`src/rtl/xor_accum.sv`:
```
// xor_accum: accumulates the bitwise XOR and parity of a framed word stream.
// Optional out_count port is enabled by defining XOR_ACCUM_COUNT_EN.
module xor_accum #(
    parameter int WIDTH      = 8,
    parameter int MAX_WORDS  = 16,
    parameter bit ODD_PARITY = 1'b0
) (
    input  logic             clk,
    input  logic             rst,
    input  logic             in_valid,
    output logic             in_ready,
    input  logic [WIDTH-1:0] in_data,
    input  logic             in_last,
    output logic             out_valid,
    input  logic             out_ready,
    output logic [WIDTH-1:0] out_xor,
    output logic             out_parity,
    output logic             out_overrun
`ifdef XOR_ACCUM_COUNT_EN
    ,
    output logic [$clog2(MAX_WORDS+1)-1:0] out_count
`endif
);

    localparam int CW = $clog2(MAX_WORDS + 1);
    localparam logic [CW-1:0] MAX_CNT = CW'(MAX_WORDS);
    localparam logic [CW-1:0] ONE     = CW'(1);

    localparam logic [1:0] S_IDLE  = 2'd0;
    localparam logic [1:0] S_ACCUM = 2'd1;
    localparam logic [1:0] S_HOLD  = 2'd2;

    logic [1:0]       state_q,   state_d;
    logic [WIDTH-1:0] acc_q,     acc_d;
    logic [CW-1:0]    count_q,   count_d;
    logic             overrun_q, overrun_d;
    logic             parity_q,  parity_d;
    logic             beat;

    // Reset is folded into in_ready so no beat is reported while rst is high.
    assign in_ready = !rst && (state_q != S_HOLD);
    assign beat     = in_valid && in_ready;

    always_comb begin
        // NOTE: every signal gets a hold-value default first so no path leaves it unassigned (no latches).
        state_d   = state_q;
        acc_d     = acc_q;
        count_d   = count_q;
        overrun_d = overrun_q;

        case (state_q)
            S_IDLE: begin
                if (beat) begin
                    acc_d     = in_data;
                    count_d   = ONE;
                    overrun_d = 1'b0;
                    state_d   = in_last ? S_HOLD : S_ACCUM;
                end
            end
            S_ACCUM: begin
                if (beat) begin
                    acc_d   = acc_q ^ in_data;
                    count_d = count_q + ONE;
                    if (in_last) begin
                        overrun_d = 1'b0;
                        state_d   = S_HOLD;
                    end else if (count_d == MAX_CNT) begin
                        overrun_d = 1'b1;
                        state_d   = S_HOLD;
                    end
                end
            end
            S_HOLD: begin
                if (out_ready) begin
                    state_d = S_IDLE;
                end
            end
            default: begin
                state_d = S_IDLE;
            end
        endcase

        parity_d = (^acc_d) ^ ODD_PARITY;
    end

    // NOTE: sequential state uses non-blocking assignments so all flops update together on the edge.
    always_ff @(posedge clk or posedge rst) begin
        if (rst) begin
            state_q   <= S_IDLE;
            acc_q     <= '0;
            count_q   <= '0;
            overrun_q <= 1'b0;
            parity_q  <= ODD_PARITY;
        end else begin
            state_q   <= state_d;
            acc_q     <= acc_d;
            count_q   <= count_d;
            overrun_q <= overrun_d;
            parity_q  <= parity_d;
        end
    end

    assign out_valid   = (state_q == S_HOLD);
    assign out_xor     = acc_q;
    assign out_parity  = parity_q;
    assign out_overrun = overrun_q;
`ifdef XOR_ACCUM_COUNT_EN
    assign out_count   = count_q;
`endif

endmodule

```
`config.mk`:
```
export PLATFORM = sky130hd
export DESIGN_NAME = xor_accum
export DESIGN_NICKNAME = d
export VERILOG_FILES = /design/src/rtl/xor_accum.sv
export SDC_FILE = /design/constraint.sdc
export NUM_CORES = 1
export LEC_CHECK = 0
export ABC_AREA = 1
export BUFFER_PORTS_ARGS = -buffer_cell sky130_fd_sc_hd__buf_2
export CORE_MARGIN = 1
export CORE_UTILIZATION = 55
export DETAILED_ROUTE_END_ITERATION = 8
export PLACE_DENSITY = 0.78
export SYNTH_ARGS = -nofsm -noshare
export SYNTH_HDL_FRONTEND = slang
export SYNTH_SLANG_ARGS = --single-unit
```
`constraint.sdc`:
```
create_clock -name clk -period 3 [get_ports clk]
set_input_delay 0.3 -clock clk [delete_from_list [all_inputs] [get_ports clk]]
set_output_delay 0.3 -clock clk [all_outputs]
set_load 0.02 [all_outputs]
```
After elaboration in Yosys (flattened, before gate mapping)
Index checks and enable logic that the tools add are counted.
{"block": "totals", "out_inout_bits": 12, "register_bits": 17, "word_cells": 42, "in_bits": 13}
{"block": "op_classes", "n_mux": 18, "reduce_logical": 9, "n_addsub": 1, "n_bitwise": 1, "eq_ne": 8}
{"cell": "8-bit two-way mux", "n": 2}
{"cell": "8-bit one-hot mux with 2 select lines", "n": 1}
{"cell": "2-bit two-way mux", "n": 6}
{"cell": "5-bit two-way mux", "n": 2}
{"cell": "5-bit one-hot mux with 2 select lines", "n": 1}
{"cell": "4-bit AND reduction", "n": 2}
{"cell": "8-bit parity", "n": 1}
{"cell": "8-bit XOR", "n": 1}
{"cell": "2-bit inequality test (second input constant)", "n": 3}
{"cell": "2-bit one-hot mux with 3 select lines", "n": 1}
{"cell": "5-bit by 1-bit adder with 5-bit output (second input constant)", "n": 1}
{"cell": "5-bit == test (second input constant)", "n": 1}
{"cell": "1-bit two-way mux", "n": 4}
{"cell": "3-bit inequality test (second input constant)", "n": 1}
{"cell": "3-bit AND reduction", "n": 1}
{"cell": "2-bit by 1-bit == test with 1-bit output (second input constant)", "n": 1}
{"cell": "2-bit == test (second input constant)", "n": 1}
{"cell": "1-bit logical AND", "n": 2}
{"cell": "2-bit logical NOT", "n": 1}
{"cell": "2-bit by 1-bit inequality test with 1-bit output (second input constant)", "n": 1}
{"cell": "1-bit one-hot mux with 2 select lines", "n": 1}
{"cell": "2-bit nonzero test", "n": 1}
{"cell": "1-bit logical NOT", "n": 1}

Depth between registers and ports, before layout
{"block": "logic_depth", "depth_word": 6, "ltp_mapped": 15, "ltp_nobuf": 15}

Worst setup path after synthesis
OpenSTA, ideal clock, no wires.
{"block": "synth_path", "path_type": "input -> register", "start": "input port rst", "end": "register parity_q (netlist: out_parity)", "arrival_ns": 1.528, "n_path_buf": 0, "path_slack_ns": 1.355, "setup_time_ns": 0.116, "t_required_ns": 2.884, "stages": 14, "cell_sequence": "inv_2 -> nand3_4 -> nor2_2 -> nand2_1 -> nand2_1 -> nand2_1 -> nand2_1 -> nand2_1 -> nand2_1 -> inv_1 -> nand2_1 -> nand2_1 -> nand2_1 -> nand2_1"}
{"block": "synth_via", "elab_chain_cells": 6, "word_cells_on_any_way": 7, "cone_classes": "mux: 3; reduce/logical: 4"}
{"element": "start: declaration", "line_no": "9", "text": "input logic rst,"}
{"element": "1-bit logical NOT (no line) *"}
{"element": "1-bit logical AND *", "line_no": "41", "text": "assign in_ready = !rst && (state_q != S_HOLD);"}
{"element": "1-bit logical AND *", "line_no": "42", "text": "assign beat = in_valid && in_ready;"}
{"element": "8-bit two-way mux (on tied branches)", "line_no": "61, 53"}
{"element": "8-bit one-hot mux with 2 select lines *", "line_no": "51", "text": "case (state_q)"}
{"element": "8-bit parity *", "line_no": "83", "text": "parity_d = (^acc_d) ^ ODD_PARITY;"}
{"element": "via parity_d", "line_no": "37", "text": "logic parity_q, parity_d;"}
{"element": "end signal: assignment", "line_no": "99", "text": "parity_q <= parity_d;"}
{"element": "end: declaration", "line_no": "37"}
Mark *: on every way through the listed nets, which the timed path passes. The rest lies on a longest branch.
A chain may end at the register's enable or synchronous reset.

Worst setup path in the final report
{"block": "layout_path", "start": "register state_q[1]", "end": "register parity_q (netlist: out_parity)"}
{"block": "layout_via", "elab_chain_cells": 6, "word_cells_on_any_way": 9, "cone_classes": "eq/ne: 2; mux: 3; reduce/logical: 4"}
{"element": "start: declaration", "line_no": "33", "text": "logic [1:0] state_q, state_d;"}
{"element": "start signal: assignment", "line_no": "95", "text": "state_q <= state_d;"}
{"element": "2-bit inequality test", "line_no": "41"}
{"element": "1-bit logical AND", "line_no": "41"}
{"element": "1-bit logical AND", "line_no": "42"}
{"element": "8-bit two-way mux (on tied branches)", "line_no": "61, 53"}
{"element": "8-bit one-hot mux with 2 select lines *", "line_no": "51"}
{"element": "8-bit parity *", "line_no": "83"}
{"element": "via parity_d", "line_no": "37"}
Marked as above.

==> flow_metrics.tcl <==
set metrics [dict create \
    top_layer "met4" \
    pre_cts_slack_ns 0.742 \
    cp_max_fo 17 \
    period_needed_ns 2.32 \
    post_cts_resized 0 \
    drive_gt1_frac 0.139 \
    finClkSkew_ns 0.00979 \
    p_leak_nw 0.980 \
    synth_warnings 0 \
    fin_tns_setup_ns 0 \
    drt_wl_total_um 3610 \
    run_status "complete, no violations" \
    rows 18 \
    cts_tree "built" \
    synth_area_mm2 0.00153 \
    initial_core_util 0.600 \
    numClockSinks 17 \
    setup_viol 0 \
    nets 295 \
    die_x_um 54.7 \
    synthCells 258 \
    ir_drop_mv 0.714 \
    power_density_mw_per_mm2 982 \
    worstReg2RegEnd "out_parity" \
    dp_hpwl_um 2640 \
    ff2ff_path_depth 14 \
    tightest_slew_ns 0.741 \
    max_slew_margin 0.506 \
    portBuffers 24 \
    grt_usage 0.272 \
    crit_type "reg -> reg" \
    insertion_delay_ns 0.31 \
    firstDrtPassIters 4 \
    gp_congestion 0.871 \
    synthDistinctLibCells 26 \
    dr_wl_met2_um 1760 \
    layout_setup_ws_ns 0.683 \
    via_per_inst 5.25 \
    hold_class "in -> async" \
    max_freq_mhz 432 \
    endpoint "out_parity" \
    cts_made_buffers 3 \
    die_y_um 54.7 \
    wl_met3_um 147 \
    htree_levels 1 \
    rsz0062_at_grt "no" \
    layout_common_cells "132 x nand2_1, 26 x inv_1, 24 x buf_2" \
    diodes 0 \
    cap_violations 0 \
    cts_root_buf "clkbuf_4" \
    ant_nets 0 \
    place_inst 306 \
    ys_seq_area_frac 0.279 \
    slew_viol_final 0 \
    postCtsHoldBufs 0 \
    crit_required_ns 3.20 \
    vias 1628 \
    grt_pass1_wl_um 5910 \
    drt_iter0_markers 43 \
    grt_max_degree 27 \
    post-route-period-util 0.772 \
    io_pins 25 \
    r2r-start "state_q[1]" \
    dieArea_mm2 0.00299 \
    antenna_found_initial 0 \
    startpoint "state_q[1]" \
    post_cts_buffers 0 \
    synth_seq_cells 17 \
    layout_commonest_cell "nand2_1" \
    cts_buffer_depth 2 \
    routedLengthMet1_um 1680 \
    reg2reg_slack_ns 0.68 \
    postLayoutCoreUtil 0.655 \
    hold_violations 0 \
    final_cells 310 \
    grt-ovfl-total 0 \
    synthToLayoutAreaGrowth_pct 9.26 \
    wl_per_cell_um 11.6 \
    arrival_ns 2.52 \
    grt_pass1_vias 1415 \
    clk_pin_slew_ns 0.12 \
    cp-end-kind "flop" \
    worstSetupStartpointType "flop" \
    core-area_mm2 0.00254 \
    syn_avg_cell_area_um2 5.92 \
    drc_errors 0 \
    synth_nets 272 \
]
-- cells in the mapped netlist --
library cell	n	area share
a21oi_2	1	0.0057
buf_4	1	0.0049
nand3_4	1	0.011
dfrtp_1	17	0.28
inv_1	26	0.064
a21oi_1	3	0.0098
buf_2	2	0.0066
nor2_4	1	0.0074
xnor2_1	6	0.034
nand2_4	1	0.0074
o21ai_1	4	0.013
o21ai_0	17	0.056
nand3_1	11	0.036
nand2_1	132	0.32
xor2_1	1	0.0057
ha_1	1	0.0082
nand4_1	9	0.037
nor2_1	11	0.027
a22o_1	1	0.0057
nor3_1	1	0.0033
buf_6	2	0.015
clkbuf_1	1	0.0025
inv_2	3	0.0074
o31ai_1	1	0.0049
nand3_2	3	0.020
nor2_2	1	0.0041
-- layout make-up --
| class | count | area [µm²] |
|---|---|---|
| tap | 30 | 37.5 |
| sequential | 17 | 425 |
| fill | 263 | 877 |
| inverter | 29 | 109 |
| timing repair buffer | 24 | 120 |
| clock buffer | 3 | 22.5 |
| multi-input combinational | 206 | 948 |
| clock inverter | 1 | 5.00 |
-- where the power goes --
| group | switching, mW | leakage (nW) | total (mW) | internal [mW] |
|---|---|---|---|---|
| logic | 0.703 | 0.744 | 1.06 | 0.361 |
| registers | 0.123 | 0.218 | 0.441 | 0.317 |
| clock network | 0.0840 | 0.0177 | 0.134 | 0.0498 |
-- state kept, by name (all words and copies together), names as in the netlist --
register	cells
out_xor	8
count_q	5
out_parity	1
out_overrun	1
state_q	2
-- worst max-delay path, stage by stage, from the launching register on --
cell	delay (ns)
dfrtp_1	0.67
nand2_4	0.30
nand3_4	0.20
nor2_2	0.30
nand2_1	0.10
nand2_1	0.07
nand2_1	0.04
nand2_1	0.05
nand2_1	0.05
nand2_1	0.13
inv_1	0.07
nand2_1	0.05
nand2_1	0.06
nand2_1	0.06
nand2_1	0.04
-- through the flow --
step	instance area, µm²	power (mW)	hold slack [ns]
finish	1670	1.64	0.0352
global route	1670	1.83	0.0805
CTS	1670	1.64	0.0533
detailed placement	1640	1.50	0.385
global placement	1640	1.49	0.390
floorplan	1530	1.27	0.184
-- per-layer routing --
layer / up-vias / global-route usage
li1: 860 / -
met1: 724 / 0.336
met2: 42 / 0.492
met3: 2 / 0.0333
met4: 0 / 0.0641
met5: - / 0
-- logic make-up (layout without fill, tap and decap cells) --
group                      after synthesis  after routing  synth area share
AOI/OAI and AO/OA                       27             27            0.0951
adders and majority gates                1              1           0.00820
and+or+nand+nor                        171            171             0.478
xor gates and xnor gates                 7              7            0.0402
DFF                                     17             17             0.279
buffers and inverters                   35             57             0.100
-- how the worst min path moves through the flow --
stage / slack, ns / end / startpoint
after floorplan: 0.18 / count_q[0] / rst
after global placement: 0.39 / out_xor[0] / rst
after detailed placement: 0.39 / out_xor[0] / rst
after CTS: 0.05 / out_xor[0] / rst
after global routing: 0.08 / out_xor[0] / rst
final: 0.04 / out_xor[0] / rst
Note: power is estimated with default switching activity, not from simulation.
